File: config.mk
export PLATFORM = sky130hd
export DESIGN_NAME = z3_slave_sequencer
export DESIGN_NICKNAME = d
export VERILOG_FILES = /design/src/rtl/z3_slave_sequencer.sv
export SDC_FILE = /design/constraint.sdc
export NUM_CORES = 1
export LEC_CHECK = 0
export ABC_CLOCK_PERIOD_IN_PS = 1850
export CAP_MARGIN = 5
export CORE_AREA = 2 2 66 68
export CTS_CLUSTER_SIZE = 24
export DETAILED_ROUTE_END_ITERATION = 12
export DIE_AREA = 0 0 68 70
export HOLD_SLACK_MARGIN = 0.06
export PLACE_DENSITY = 0.5
export SYNTH_ARGS = -nofsm -noshare
export SYNTH_HDL_FRONTEND = slang
export SYNTH_SLANG_ARGS = --single-unit
File: constraint.sdc
create_clock -name CLK -period 1.85 [get_ports CLK]
set_clock_uncertainty 0.1 [all_clocks]
set_input_delay 0.2775 -clock CLK [delete_from_list [all_inputs] [get_ports CLK]]
set_output_delay 0.2775 -clock CLK [all_outputs]
set_load 0.05 [all_outputs]
File: src/rtl/z3_slave_sequencer.sv
// rtl/z3_slave_sequencer.sv - Zorro III slave-cycle sequencer with region priority, timeout and burst.
// Optional multi-transfer bursts are enabled by defining Z3_BURST_EN.
module z3_slave_sequencer #(
  parameter int                     NUM_REGIONS    = 4,
  parameter int                     SYNC_STAGES    = 2,
  parameter int                     TIMEOUT_CYCLES = 64,
  parameter logic [NUM_REGIONS-1:0] BURST_MASK     = '0
) (
  input  logic                   CLK,
  input  logic                   RST,
  input  logic                   FCS_n,
  input  logic [3:0]             DS_n,
  input  logic                   READ,
  input  logic                   DOE,
  input  logic                   validspace,
  input  logic                   bus_enable,
  input  logic [NUM_REGIONS-1:0] region_hit,
  input  logic [NUM_REGIONS-1:0] region_ack,
  input  logic                   MTCR_n,
  output logic [NUM_REGIONS-1:0] region_sel,
  output logic                   cycle_active,
  output logic                   data_phase,
  output logic                   dtack,
  output logic                   berr_req,
  output logic                   MTACK_n
);

  localparam int TW = (TIMEOUT_CYCLES < 1) ? 1 : $clog2(TIMEOUT_CYCLES + 1);
  localparam logic [TW-1:0] TMAX = TW'((TIMEOUT_CYCLES > 0) ? TIMEOUT_CYCLES - 1 : 0);

  typedef enum logic [2:0] {S_IDLE, S_START, S_DATA, S_END, S_ERR} state_t;

  state_t                 state;
  logic [SYNC_STAGES-1:0] fcs_sync;
  logic [SYNC_STAGES-1:0] mtcr_sync;
  logic [3:0]             ds_sync [SYNC_STAGES];
  logic                   fcs_s;
  logic                   mtcr_s;
  logic [3:0]             ds_s;
  logic [TW-1:0]          timer;
  logic                   burst_ok;
  logic [NUM_REGIONS-1:0] hit_onehot;
  logic                   hit_burst;
  logic                   sel_ack;

  always_ff @(posedge CLK) begin
    if (RST) begin
      fcs_sync  <= '1;
      mtcr_sync <= '1;
      for (int i = 0; i < SYNC_STAGES; i++) ds_sync[i] <= 4'hF;
    end else begin
      fcs_sync   <= {fcs_sync[SYNC_STAGES-2:0], FCS_n};
      mtcr_sync  <= {mtcr_sync[SYNC_STAGES-2:0], MTCR_n};
      ds_sync[0] <= DS_n;
      for (int i = 1; i < SYNC_STAGES; i++) ds_sync[i] <= ds_sync[i-1];
    end
  end

  assign fcs_s  = fcs_sync[SYNC_STAGES-1];
  assign mtcr_s = mtcr_sync[SYNC_STAGES-1];
  assign ds_s   = ds_sync[SYNC_STAGES-1];

  // Isolate the lowest set bit: lower index wins when regions overlap.
  assign hit_onehot = region_hit & ((~region_hit) + NUM_REGIONS'(1));
  assign hit_burst  = |(hit_onehot & BURST_MASK);
  assign sel_ack    = |(region_ack & region_sel);

  always_ff @(posedge CLK) begin
    if (RST) begin
      state        <= S_IDLE;
      region_sel   <= '0;
      cycle_active <= 1'b0;
      data_phase   <= 1'b0;
      dtack        <= 1'b0;
      berr_req     <= 1'b0;
      timer        <= '0;
      burst_ok     <= 1'b0;
`ifdef Z3_BURST_EN
      MTACK_n      <= 1'b1;
`endif
    end else if (state != S_IDLE && fcs_s) begin
      // FCS_n release ends every phase, and beats a same-cycle ack.
      state        <= S_IDLE;
      region_sel   <= '0;
      cycle_active <= 1'b0;
      data_phase   <= 1'b0;
      dtack        <= 1'b0;
      berr_req     <= 1'b0;
      burst_ok     <= 1'b0;
`ifdef Z3_BURST_EN
      MTACK_n      <= 1'b1;
`endif
    end else begin
      case (state)
        S_IDLE: begin
          if (!fcs_s && validspace && bus_enable && |region_hit) begin
            state        <= S_START;
            region_sel   <= hit_onehot;
            burst_ok     <= hit_burst;
            cycle_active <= 1'b1;
`ifdef Z3_BURST_EN
            MTACK_n      <= ~hit_burst;
`endif
          end
        end
        S_START: begin
          if (READ || (ds_s != 4'hF && DOE)) begin
            state      <= S_DATA;
            data_phase <= 1'b1;
            timer      <= '0;
          end
        end
        S_DATA: begin
          if (sel_ack) begin
            state      <= S_END;
            data_phase <= 1'b0;
            dtack      <= 1'b1;
          end else if (TIMEOUT_CYCLES != 0 && timer == TMAX) begin
            state      <= S_ERR;
            data_phase <= 1'b0;
            berr_req   <= 1'b1;
          end else if (timer != {TW{1'b1}}) begin
            timer <= timer + TW'(1);
          end
        end
        S_END: begin
`ifdef Z3_BURST_EN
          if (ds_s == 4'hF && !mtcr_s && burst_ok) begin
            state <= S_START;
            dtack <= 1'b0;
            timer <= '0;
          end
`endif
        end
        S_ERR: ;
        default: state <= S_IDLE;
      endcase
    end
  end

`ifndef Z3_BURST_EN
  logic unused_burst;
  assign unused_burst = &{1'b0, mtcr_s, burst_ok};
  assign MTACK_n      = 1'b1;
`endif

endmodule
==> summary.txt <==
Global routing
  – GRT overflow: 0
  – Vias in the first global route: 1153
  – Total global-route track usage: 13.5%
  – Initial antenna violation count: 0
  – Largest net degree at the start of global routing: 17
  – First-pass GRT wire length: 5060 µm

Setup path
  – Critical Path AT: 1780 ps
  – Setup crit start: region_ack[2]
  – Worst reg-to-reg setup slack: 140 ps
  – Worst-path fanout max: 5
  – Capture point of the worst reg-to-reg path: region_sel[1]
  – Reg2reg path depth: 4
  – Reg2Reg Launch Point: state[0]
  – CP Capture Type: register
  – WP data required: 1900 ps
  – Setup Crit Path Kind: in -> reg
  – Startpoint types: primary input

Placement
  – Placer Congestion: 0.757
  – Placed Instances: 231
  – Post-DP HPWL: 2270 µm
  – Buffers on Ports: 26
  – DP Area: 1670 µm²
  – Pre-CTS WS: -157 ps

Final layout
  – Cell Count, Final, Fillers Out: 235
  – Diode count: 0
  – Most frequent cells in the layout: buf_4, dfxtp_1, clkdlybuf4s50_1
  – Final core utilization: 42.5%
  – Commonest non-fill, non-tap cell in the layout: buf_4
  – Area Overhead vs Synth: 42.4%
  – Layout cells sized above 1: 30.1%
  – Multi-input gate area: 636 µm²
  – Fillers: 412
  – FF+latch area: 562 µm²
  – Final instance area: 1760 µm²
  – Final net count: 205

Timing
  – FMAX: 578 MHz
  – Final WS setup: 121 ps
  – Final setup viols: 0
  – RSZ-0062 raised after global routing: false
  – Final Max Tran Viols: 0
  – Final period utilization: 93.5%
  – Final hold violations: 0
  – Crit path time final: 1730 ps

Logic synthesis
  – Main synth FF type: dfxtp_1
  – Xor/xnor share of the synthesized area: 0%
  – Largest cells by area after synthesis: dfxtp_1, or2_2, a21oi_1
  – Synth Area in Simple Gates: 28.4%
  – Number of synthesized flops with an enable pin: 0
  – Yosys reg bits: 28
  – Post-Synthesis Cells: 138
  – Compound-gate portion of the synthesized area: 19.9%
  – Ys Warns: 0
  – Mux share of post-synthesis cell area: 0%
  – Synth Net Count: 159
  – Mean area per synthesized cell: 8.97 µm²
  – Netlist cell types: 42
  – Sequential-to-total area share from yosys stat: 45.3%
  – Synth top area share: 45.3%
  – Area leader, netlist: dfxtp_1
  – Ys async rst share: 0%
  – Synth Cell Area: 1240 µm²
  – Largest family of logic cells by synthesized area: simple AND/OR/NAND/NOR gates
  – Synth Area in Adders: 1.01%

Hold path
  – Worst min-delay path class: reg -> reg
  – Hold path start: ds_sync[0][3]
  – Hold path endpoint: ds_sync[0][7]
  – Hold Path Depth: 1

Power
  – Pint: 1.08 mW
  – Clock network power share: 33.0%
  – Leak: 0.665 nW
  – Switching Share: 25.2%
  – NetSw: 0.364 mW
  – Sequential fraction of design power: 45.1%
  – Gate power share: 21.9%
  – Total Power: 1.45 mW
  – PwrDens: 821 nW/µm²
  – Worst VDD drop: 0.284 mV

Route
  – DRT iter0 DRCs: 28
  – Via density per instance: 4.95
  – Vias: 1163
  – Antenna Violating Nets Remaining: 0
  – Drc violations: 0
  – Post-DR wirelength/cell: 12.7 µm
  – Final wirelength: 2980 µm
  – Pre-antenna DRT Iters: 4

Clock tree
  – Clk slew on worst S/H paths: 90 ps
  – # clock sinks: 28
  – CTS Buffer Depth: 2
  – Clk_lat worst skew: 270 ps
  – Post-CTS Setup Inserts: 0
  – Root Driver: clkbuf_8
  – Total CTS buffers: 3
  – H-Tree Depth: 1
  – Hold buffers post-CTS: 0
  – CTS tree: built

Floorplan
  – Die height: 70 µm
  – Starting density of the core: 29.9%
  – Number of I/O pins: 29
  – Core ar.: 4140 µm²
  – Die Span X: 68 µm
  – Die Area: 4760 µm²
  – Site Rows: 24

Flow run
  – Max Cap Violations: 0

Status
  – Status: finished clean
## sequential cells by signal, indices dropped and copies added (netlist names), 2 cells and up
register,cells
ds_sync,8
fcs_sync,2
region_sel,4
state,3
timer,7
## cell type report
type                            instances  share of cell area [%]
Timing Repair Buffer                   48                    23.0
Inverter                                6                    1.28
Multi-Input combinational cell         97                    36.1
Sequential cell                        28                    31.9
Clock buffer                            3                    2.34
Tap cell                               52                    3.69
Clock inverter                          1                    1.70
## worst max path at each step
stage,to,slack (ps),cells past startpoint
5_1_grt,timer[4],7,7
2_1_floorplan,timer[5],40,4
4_1_cts,berr_req,90,5
6_report,timer[2],120,7
3_5_place_dp,timer[0],-160,7
3_3_place_gp,timer[5],-150,7
## cell families after synthesis
kind of cell	after synthesis
adder cells (fa/ha/maj)	1
buffers and inverters	13
other	1
AO/OA/AOI/OAI	35
AND/OR/NAND/NOR	60
flip-flops	28
## cell usage after synthesis, drive strengths merged (2+ instances only)
library cell   n
dfxtp         28
nand2         12
or2           12
a21oi         11
nand3          8
inv            6
nor2           6
or3            5
buf            4
nor3           4
a211oi         3
a22oi          3
a31oi          3
clkbuf         3
nand4          3
o221ai         3
nor3b          2
o211a          2
o22ai          2
o311ai         2
o41ai          2
or4            2
## worst max-delay path, stage by stage
cell and delay, ps:
clkdlybuf4s50_1 390, a22oi_1 220, buf_4 170, nand3_1 140
buf_4 190, o22ai_1 260, o311ai_1 130
## per-stage QoR
step / TNS (ps) / hold WS [ps]
finish: 0 / 314
CTS: 0 / 316
global placement: -871 / 292
floorplan: 0 / 281
detailed placement: -864 / 292
global route: 0 / 333
## power by group through the flow
stage	Clock (mW)	Combinational [mW]	Sequential [mW]
2_1_floorplan	0	0.166	0.669
3_3_place_gp	0	0.314	0.663
3_5_place_dp	0	0.313	0.663
4_1_cts	0.496	0.314	0.649
5_1_grt	0.528	0.345	0.658
6_report	0.478	0.317	0.652
## layer usage
| layer | vias up | global-route usage, % | part of all wire (%) |
|---|---|---|---|
| met2 | 27 | 21.5 | 47 |
| met4 | 0 | 3.56 | 0.40 |
| li1 | 599 | - | - |
| met3 | 2 | 2.58 | 5.3 |
| met1 | 535 | 18.5 | 47 |
| met5 | - | 0 | 0 |
## repair_timing
item | CTS | global route
setup endpoints to repair | 0 | 7
resized for setup | 0 | 5
endpoints found under the hold margin | 0 | 0
No activity file was read; power rests on OpenSTA's default activity.
